--- src/rtl/imm_encoder_if.sv ---
// Request/result handshake bundle between the instruction-patching logic and the
// immediate encoder.
interface imm_encoder_if;
    logic        in_valid;
    logic        in_ready;
    logic [31:0] in_value;
    logic        in_force;
    logic [1:0]  in_src;
    logic        out_valid;
    logic        out_ready;
    logic [23:0] out_field;
    logic [1:0]  out_imm_src;
    logic        out_error;

    modport master (
        output in_valid, in_value, in_force, in_src, out_ready,
        input  in_ready, out_valid, out_field, out_imm_src, out_error
    );

    modport slave (
        input  in_valid, in_value, in_force, in_src, out_ready,
        output in_ready, out_valid, out_field, out_imm_src, out_error
    );
endinterface

--- src/rtl/imm_encoder.sv ---
// Immediate encoder: picks the ImmSrc format and 24-bit field that the decode-stage
// extender expands back to the requested 32-bit value, or flags it unrepresentable.
module imm_encoder #(
    parameter int unsigned ERR_CNT_W = 8
) (
    input  logic                 clk,
    input  logic                 reset,
    imm_encoder_if.slave         bus,
    output logic [ERR_CNT_W-1:0] err_count
);

    typedef enum logic [2:0] {StIdle, StTry00, StTry01, StTry10, StDone} state_e;

    state_e                 state_q, state_d;
    logic [31:0]            value_q, value_d;
    logic                   force_q, force_d;
    logic [23:0]            field_q, field_d;
    logic [1:0]             imm_src_q, imm_src_d;
    logic                   error_q, error_d;
    logic [ERR_CNT_W-1:0]   err_cnt_q, err_cnt_d;

    logic fit00, fit01, fit10;

    assign fit00 = (value_q[31:8] == 24'd0);
    assign fit01 = (value_q[31:12] == 20'd0);
    // Format 10 sign-extends from bit 25 and drops two zero LSBs.
    assign fit10 = (value_q[1:0] == 2'b00) && ((&value_q[31:25]) || ~(|value_q[31:25]));

    always_ff @(posedge clk or posedge reset) begin
        if (reset) begin
            state_q   <= StIdle;
            value_q   <= '0;
            force_q   <= 1'b0;
            field_q   <= '0;
            imm_src_q <= 2'b00;
            error_q   <= 1'b0;
            err_cnt_q <= '0;
        end else begin
            state_q   <= state_d;
            value_q   <= value_d;
            force_q   <= force_d;
            field_q   <= field_d;
            imm_src_q <= imm_src_d;
            error_q   <= error_d;
            err_cnt_q <= err_cnt_d;
        end
    end

    always_comb begin
        state_d   = state_q;
        value_d   = value_q;
        force_d   = force_q;
        field_d   = field_q;
        imm_src_d = imm_src_q;
        error_d   = error_q;
        err_cnt_d = err_cnt_q;

        unique case (state_q)
            StIdle: begin
                if (bus.in_valid) begin
                    value_d = bus.in_value;
                    force_d = bus.in_force;
                    if (!bus.in_force) begin
                        state_d = StTry00;
                    end else begin
                        unique case (bus.in_src)
                            2'b00: state_d = StTry00;
                            2'b01: state_d = StTry01;
                            2'b10: state_d = StTry10;
                            default: begin
                                state_d   = StDone;
                                field_d   = '0;
                                imm_src_d = 2'b11;
                                error_d   = 1'b1;
                            end
                        endcase
                    end
                end
            end
            StTry00: begin
                if (fit00) begin
                    state_d   = StDone;
                    field_d   = {16'd0, value_q[7:0]};
                    imm_src_d = 2'b00;
                    error_d   = 1'b0;
                end else if (!force_q) begin
                    state_d = StTry01;
                end else begin
                    state_d   = StDone;
                    field_d   = '0;
                    imm_src_d = 2'b11;
                    error_d   = 1'b1;
                end
            end
            StTry01: begin
                if (fit01) begin
                    state_d   = StDone;
                    field_d   = {12'd0, value_q[11:0]};
                    imm_src_d = 2'b01;
                    error_d   = 1'b0;
                end else if (!force_q) begin
                    state_d = StTry10;
                end else begin
                    state_d   = StDone;
                    field_d   = '0;
                    imm_src_d = 2'b11;
                    error_d   = 1'b1;
                end
            end
            StTry10: begin
                state_d = StDone;
                if (fit10) begin
                    field_d   = value_q[25:2];
                    imm_src_d = 2'b10;
                    error_d   = 1'b0;
                end else begin
                    field_d   = '0;
                    imm_src_d = 2'b11;
                    error_d   = 1'b1;
                end
            end
            StDone: begin
                if (bus.out_ready) begin
                    state_d = StIdle;
                    if (error_q && (err_cnt_q != '1)) begin
                        err_cnt_d = err_cnt_q + ERR_CNT_W'(1);
                    end
                end
            end
            default: state_d = StIdle;
        endcase
    end

    always_comb begin
        bus.in_ready    = (state_q == StIdle) && !reset;
        bus.out_valid   = (state_q == StDone);
        bus.out_field   = field_q;
        bus.out_imm_src = imm_src_q;
        bus.out_error   = error_q;
        err_count       = err_cnt_q;
    end

endmodule
--- src/flat_wrapper.sv ---
// flat-port wrapper written by rule: the top's interface ports become plain ports
module imm_encoder_flat 
#(
    parameter int unsigned ERR_CNT_W = 8
)
  (clk, reset, err_count, bus_in_valid, bus_in_value, bus_in_force, bus_in_src, bus_out_ready, bus_in_ready, bus_out_valid, bus_out_field, bus_out_imm_src, bus_out_error);
  imm_encoder_if bus_i ();
  input  logic clk;
  input  logic reset;
  output logic [ERR_CNT_W-1:0] err_count;
  input wire logic [$bits(bus_i.in_valid)-1:0] bus_in_valid;
  input wire logic [$bits(bus_i.in_value)-1:0] bus_in_value;
  input wire logic [$bits(bus_i.in_force)-1:0] bus_in_force;
  input wire logic [$bits(bus_i.in_src)-1:0] bus_in_src;
  input wire logic [$bits(bus_i.out_ready)-1:0] bus_out_ready;
  output wire logic [$bits(bus_i.in_ready)-1:0] bus_in_ready;
  output wire logic [$bits(bus_i.out_valid)-1:0] bus_out_valid;
  output wire logic [$bits(bus_i.out_field)-1:0] bus_out_field;
  output wire logic [$bits(bus_i.out_imm_src)-1:0] bus_out_imm_src;
  output wire logic [$bits(bus_i.out_error)-1:0] bus_out_error;
  assign bus_i.in_valid = bus_in_valid;
  assign bus_i.in_value = bus_in_value;
  assign bus_i.in_force = bus_in_force;
  assign bus_i.in_src = bus_in_src;
  assign bus_i.out_ready = bus_out_ready;
  assign bus_in_ready = bus_i.in_ready;
  assign bus_out_valid = bus_i.out_valid;
  assign bus_out_field = bus_i.out_field;
  assign bus_out_imm_src = bus_i.out_imm_src;
  assign bus_out_error = bus_i.out_error;
  imm_encoder #(.ERR_CNT_W(ERR_CNT_W)) u_core (.clk(clk), .reset(reset), .bus(bus_i), .err_count(err_count));
endmodule
--- config.mk ---
export PLATFORM = sky130hd
export DESIGN_NAME = imm_encoder_flat
export DESIGN_NICKNAME = d
export VERILOG_FILES = /design/src/rtl/imm_encoder_if.sv /design/src/rtl/imm_encoder.sv /design/src/flat_wrapper.sv
export SDC_FILE = /design/constraint.sdc
export NUM_CORES = 1
export LEC_CHECK = 0
export ABC_AREA = 1
export BUFFER_PORTS_ARGS = -buffer_cell sky130_fd_sc_hd__buf_2
export CORE_MARGIN = 1.5
export CORE_UTILIZATION = 52
export CTS_CLUSTER_DIAMETER = 150
export DETAILED_ROUTE_END_ITERATION = 8
export PLACE_DENSITY = 0.76
export SLEW_MARGIN = 20
export SYNTH_ARGS = -nofsm -noshare
export SYNTH_HDL_FRONTEND = slang
export SYNTH_SLANG_ARGS = --single-unit
--- constraint.sdc ---
create_clock -name clk -period 6.7 [get_ports clk]
set_input_delay 1.34 -clock clk [delete_from_list [all_inputs] [get_ports clk]]
set_output_delay 1.34 -clock clk [all_outputs]
set_load 0.02 [all_outputs]
==> impl_metrics.env, run 1 <==
export IMPL_status="finished, final reports clean"
export IMPL_irDropWorstVdd_mv=0.2159
export IMPL_hold_path_startpoint="u_core.value_q[2]$_DFFE_PP0P_"
export IMPL_clock_latency_ns=0.35
export IMPL_reg2reg_depth=10
export IMPL_routed_via_density=5.544
export IMPL_drtIter0Drc=276
export IMPL_core_sq_um=7370
export IMPL_first_pass_iters=5
export IMPL_ys_seq_area_share_pct=44.35
export IMPL_fin_nets=589
export IMPL_seq_power_share_pct=38.9
export IMPL_final_setup_viol_count=0
export IMPL_cp_max_fo=2
export IMPL_power_frac_comb_pct=38.6
export IMPL_dp_slack_ns=3.662
export IMPL_start_kind="input port"
export IMPL_routed_wl_microns=9689
export IMPL_maxCapViolations=0
export IMPL_syn_avg_cell_area_sq_um=8.399
export IMPL_r2r_end="u_core.state_q[1]$_DFFE_PP0P_"
export IMPL_min_to="u_core.bus.out_field[0]$_DFFE_PP0P_"
export IMPL_syn_inst=477
export IMPL_grt_start_max_net_pins=72
export IMPL_fin_skew_ns=0.008071
export IMPL_final_setup_worst_slack_ns=3.662
export IMPL_cts_max_level=3
export IMPL_start_util_pct=54.36
export IMPL_ant_nets=0
export IMPL_synth_seq_cells=71
export IMPL_fin_crit_sh_pct=45.34
export IMPL_ys_flop_type="dfrtp_1"
export IMPL_grt_pass1_wl_microns=16330
export IMPL_setup_tns_final_ns=0
export IMPL_dieArea_sq_um=8240
export IMPL_synth_edff_count=0
export IMPL_die_h_microns=90.78
export IMPL_wl_per_cell_microns=14.93
export IMPL_postCtsResizedCells=0
export IMPL_numCtsBuffers=9
export IMPL_path_class="in2out"
export IMPL_clockPowerShare_pct=22.5
export IMPL_hpwl_microns=6405
export IMPL_overflow=0
export IMPL_cp_arrival_ns=1.70
export IMPL_n_antenna_cell=0
export IMPL_grt_pass1_vias=3651
export IMPL_swShare_pct=42.75
export IMPL_async_flop_share_pct=100.0
export IMPL_drv_slew=0
export IMPL_postCtsSetupBuffers=0
export IMPL_fillers=650
export IMPL_drive_above_1_share_pct=28.18
export IMPL_worst_slew_pin_slew_ns=0.9979
export IMPL_fin_crit_ns=3.038
export IMPL_whs_path_depth=2
export IMPL_syn_area_sq_um=4006
export IMPL_hp_class="reg2reg"
export IMPL_yosysUniqueCellTypes=31
export IMPL_yosysWarnings=0
export IMPL_critPathCaptureType="primary output"
export IMPL_max_freq_mhz=329.2
export IMPL_required_ns=5.36
export IMPL_routed_via_count=3598
export IMPL_reg2reg_from="u_core.value_q[19]$_DFFE_PP0P_"
export IMPL_chipWidth_microns=90.78
export IMPL_drc=0
export IMPL_gp_congestion=0.8797
export IMPL_p_leak_nw=2.419
export IMPL_r2r_slack_ns=4.46
export IMPL_rows=31
export IMPL_cts_max_path_buffers=2
export IMPL_p_per_area_nw_per_um2=380.3
export IMPL_root_buffer="clkbuf_8"
export IMPL_grt_usage_pct=24.54
export IMPL_path_clk_slew_ns=0.08
export IMPL_synth_fp_nets=521
export IMPL_cts_sinks=71
export IMPL_cts_hold_buf=0
export IMPL_p_switching_mw=0.7525
export IMPL_cellInternalPower_mw=1.008
export IMPL_slew_headroom_pct=33.24
export IMPL_hold_viol=0
export IMPL_rsz0062_at_grt="false"
export IMPL_io_pins=76
export IMPL_final_util_pct=62.80
export IMPL_port_buffers=75
export IMPL_antenna_found_initial=0
export IMPL_area_growth_pct=15.52
export IMPL_cts_tree="built"
## cell families after synthesis
logic type / Yosys count / synth area share, %
fa+ha+maj: 5 / 1.562
compound gates: 26 / 3.436
simple gates: 291 / 37.54
xor+xnor: 7 / 1.530
flops: 71 / 44.35
mux: 17 / 4.778
buf+inv: 60 / 6.808
## flip-flops by register name (all words and copies together), names as in the netlist
| name | count |
|---|---|
| u_core.bus.out_imm_src | 2 |
| u_core.bus.out_field | 24 |
| u_core.force_q | 1 |
| u_core.state_q | 3 |
| u_core.err_count | 8 |
| u_core.bus.out_error | 1 |
| u_core.value_q | 32 |
## placed cells by master (no fill, tap or decap), types with 6 or more instances in the layout
master    Yosys  routed
nand2_1     128     128
o21ai_0       6       6
buf_2        11      75
inv_1        36      35
dfrtp_1      71      71
a21oi_1      18      18
nand3_2      20      20
nand4_1      38      38
nand3_1      33      33
clkbuf_8      0      10
nor2_1       47      47
mux2_2       15      15
## per-layer routing
metal	up-vias	global-route usage (%)	share of wire [%]
met1	1710	31.90	43
met5	-	0	0
met2	155	39.10	48
met3	21	3.451	6.4
li1	1712	-	-
met4	0	14.19	2.0
## power by group through the flow
stage | clock network (mW) | registers [mW] | logic (mW)
after floorplan | 0 | 0.697 | 0.502
after global placement | 0 | 0.686 | 0.657
after detailed placement | 0 | 0.692 | 0.676
after CTS | 0.400 | 0.684 | 0.682
after global routing | 0.416 | 0.707 | 0.762
final | 0.396 | 0.685 | 0.679
## synthesized netlist by cell type (2+ instances only)
library cell	n	area, sq um
nand2_1	128	480.5
dfrtp_1	71	1777
xor2_1	4	35.03
nand3_1	33	165.2
nor2_1	47	176.4
inv_1	36	135.1
nor2_8	2	40.04
buf_6	2	22.52
inv_2	4	15.01
mux2_2	15	168.9
o21ai_0	6	30.03
xnor2_1	3	26.28
nand2_2	2	12.51
nand2_4	3	33.78
nor2_4	5	56.30
nand3_4	2	35.03
buf_2	11	55.05
nand4_1	38	237.7
buf_4	5	37.54
nand3_2	20	200.2
mux2_1	2	22.52
ha_1	5	62.56
nor3_1	4	20.02
a21oi_1	18	90.09
nor2_2	4	25.02
o21ai_2	2	17.52
## final cells by class
cell class	count	area, sq um	share of cell area, %
sequential	71	1777	38.39
clock buffer	10	137.6	2.974
timing repair buffer	77	390.4	8.435
tap	99	123.9	2.676
inverter	40	150.1	3.244
clock inverter	6	92.59	2.001
multi-input combinational	346	1957	42.28
## worst max-delay path, stage by stage
cell,delay [ns]
buf_2,0.11
nor2_1,0.09
buf_2,0.16
## metrics by stage
| stage | std cells | hold WS [ns] | power, mW | cell area [sq um] |
|---|---|---|---|---|
| detailed placement | 633 | 0.4926 | 1.368 | 4398 |
| finish | 649 | 0.5146 | 1.760 | 4628 |
| global route | 649 | 0.5510 | 1.886 | 4628 |
| CTS | 649 | 0.5168 | 1.766 | 4628 |
| global placement | 633 | 0.4949 | 1.344 | 4398 |
| floorplan | 477 | 0.4715 | 1.199 | 4006 |
## worst max-delay path by stage
stage	from	endpoint	slack, ns	cells past startpoint
finish	reset	bus_in_ready	3.66	3
global route	reset	bus_in_ready	3.62	3
CTS	reset	bus_in_ready	3.66	3
detailed placement	reset	bus_in_ready	3.66	3
global placement	reset	bus_in_ready	3.66	3
floorplan	reset	u_core.bus.out_error$_DFFE_PP0P_	3.56	1
Power figures use the tool's default switching activity.
==> inputs of run 2 (changes only) <==
==> constraint.sdc (replaced) <==
create_clock -name clk -period 2.9 [get_ports clk]
set_input_delay 0.58 -clock clk [delete_from_list [all_inputs] [get_ports clk]]
set_output_delay 0.58 -clock clk [all_outputs]
set_load 0.02 [all_outputs]
==> run 2 against run 1 <==
Effect of this change: wire length rose by 0.88%; register-to-register slack got worse by 3.5 ns; via count increased by 0.44%; non-clock buffer count rose by 4; critical path depth increased by 4; clock skew grew 0.0015 ns; sequential share of layout area shrank 0.073 points; core utilization grew 0.12 points; cell area rose by 0.19%; global-route usage increased by 0.10 points; count of clock-buffer cells in the layout unchanged; critical path type is now reg2reg; critical endpoint is now u_core.value_q[1]$_DFFE_PP0P_.
==> impl_metrics.env, run 2 (synthesized netlist as in run 1, its figures left out) <==
export IMPL_status="finished, final reports clean"
export IMPL_die_h_microns=90.78
export IMPL_p_leak_nw=2.429
export IMPL_rows=31
export IMPL_overflow=0
export IMPL_path_clk_slew_ns=0.08
export IMPL_p_per_area_nw_per_um2=860.2
export IMPL_port_buffers=75
export IMPL_hp_class="in2async"
export IMPL_hold_viol=0
export IMPL_routed_via_count=3614
export IMPL_grt_start_max_net_pins=43
export IMPL_area_growth_pct=15.74
export IMPL_start_util_pct=54.36
export IMPL_r2r_slack_ns=0.92
export IMPL_critPathCaptureType="flop"
export IMPL_cts_max_level=3
export IMPL_cts_hold_buf=0
export IMPL_worst_slew_pin_slew_ns=0.8086
export IMPL_seq_power_share_pct=39.9
export IMPL_grt_pass1_wl_microns=16290
export IMPL_path_class="reg2reg"
export IMPL_postCtsResizedCells=0
export IMPL_most_common_layout_cells="nand2_1, buf_2, dfrtp_1"
export IMPL_cellInternalPower_mw=2.259
export IMPL_power_frac_comb_pct=40.1
export IMPL_routed_via_density=5.543
export IMPL_drive_above_1_share_pct=28.57
export IMPL_fin_cells=652
export IMPL_maxCapViolations=0
export IMPL_slew_headroom_pct=45.90
export IMPL_fin_crit_ns=1.983
export IMPL_postCtsSetupBuffers=0
export IMPL_rsz0062_at_grt="false"
export IMPL_cts_max_path_buffers=2
export IMPL_setup_tns_final_ns=0
export IMPL_cts_sinks=71
export IMPL_power_mw=3.989
export IMPL_cp_arrival_ns=2.18
export IMPL_chipWidth_microns=90.78
export IMPL_max_freq_mhz=504.2
export IMPL_root_buffer="clkbuf_8"
export IMPL_drv_slew=0
export IMPL_fin_skew_ns=0.009593
export IMPL_fillers=641
export IMPL_start_kind="flop"
export IMPL_n_antenna_cell=0
export IMPL_first_pass_iters=5
export IMPL_io_pins=76
export IMPL_p_switching_mw=1.730
export IMPL_final_common_cell="nand2_1"
export IMPL_cts_tree="built"
export IMPL_placedCellCount=637
export IMPL_regMostFlops="u_core.value_q"
export IMPL_final_setup_viol_count=0
export IMPL_fin_nets=593
export IMPL_wl_per_cell_microns=14.99
export IMPL_core_sq_um=7370
export IMPL_routed_wl_microns=9774
export IMPL_gp_congestion=0.8852
export IMPL_antenna_found_initial=0
export IMPL_clockPowerShare_pct=20.0
export IMPL_ant_nets=0
export IMPL_drc=0
export IMPL_irDropWorstVdd_mv=0.5508
export IMPL_hpwl_microns=6848
export IMPL_dieArea_sq_um=8240
export IMPL_numCtsBuffers=9
export IMPL_final_util_pct=62.92
export IMPL_clock_latency_ns=0.35
export IMPL_fin_crit_sh_pct=68.39
export IMPL_required_ns=3.10
export IMPL_largest_reg_flops=32
export IMPL_swShare_pct=43.38
export IMPL_drtIter0Drc=288
export IMPL_grt_usage_pct=24.64
export IMPL_cp_max_fo=37
export IMPL_grt_pass1_vias=3600
-- run 2: changes by cell type in the layout (fill, tap and decap cells not counted), sizes merged --
cell    delta
buf        +4
bufinv     -1
clkinv     +1
inv        -1
-- run 2: path summary, 6_finish.rpt --
kind	from	to	cells past startpoint
hold reg to reg	u_core.value_q[7]$_DFFE_PP0P_	u_core.bus.out_field[5]$_DFFE_PP0P_	2
setup / recovery	u_core.state_q[1]$_DFFE_PP0P_	u_core.value_q[1]$_DFFE_PP0P_	7
hold / removal	reset	u_core.err_count[5]$_DFFE_PP0P_	2
max in group asynchronous	reset	u_core.bus.out_field[17]$_DFFE_PP0P_	3
setup reg to reg	u_core.state_q[1]$_DFFE_PP0P_	u_core.value_q[1]$_DFFE_PP0P_	7
min in group clk	bus_in_value[13]	u_core.value_q[13]$_DFFE_PP0P_	2
-- run 2: power by group through the flow --
stage | Combinational, mW | Sequential (mW) | Clock, mW
after floorplan | 1.16 | 1.61 | 0
after detailed placement | 1.58 | 1.60 | 0
after global placement | 1.55 | 1.58 | 0
after CTS | 1.59 | 1.59 | 0.802
final | 1.60 | 1.59 | 0.799
after global routing | 1.77 | 1.63 | 0.851
-- run 2: cell type report --
type                    count  area [sq um]  area share (%)
clock buffers              10         137.6           2.968
inverters                  40         150.1           3.238
flip-flops and latches     71          1777           38.32
well taps                  99         123.9           2.671
clock inverters             5         58.81           1.268
multi-input cells         346          1957           42.20
repair buffers             81         432.9           9.336
-- run 2: critical path, stage by stage, from the launching register on --
cell	delay [ns]
dfrtp_1	0.45
nor2_4	0.16
nand2_1	0.12
inv_2	0.10
nand2_2	0.46
buf_4	0.40
nor2_1	0.10
a21oi_1	0.05
-- run 2: per-layer routing --
layer	part of all wire, %	GRT usage [%]	up-vias	routed length (microns)
li1	-	-	1719	-
met1	42	30.94	1733	4128
met2	49	40.79	141	4834
met3	6.1	4.209	21	597
met4	2.2	12.50	0	213
met5	0	0	-	0
-- run 2: through the flow --
step,area [sq um],hold WS (ns),setup slack [ns]
finish,4637,0.3386,0.9166
global placement,4441,0.4941,0.9723
CTS,4637,0.3608,0.9361
detailed placement,4441,0.4983,0.9552
floorplan,4006,0.4715,0.5234
global route,4637,0.4027,0.7916
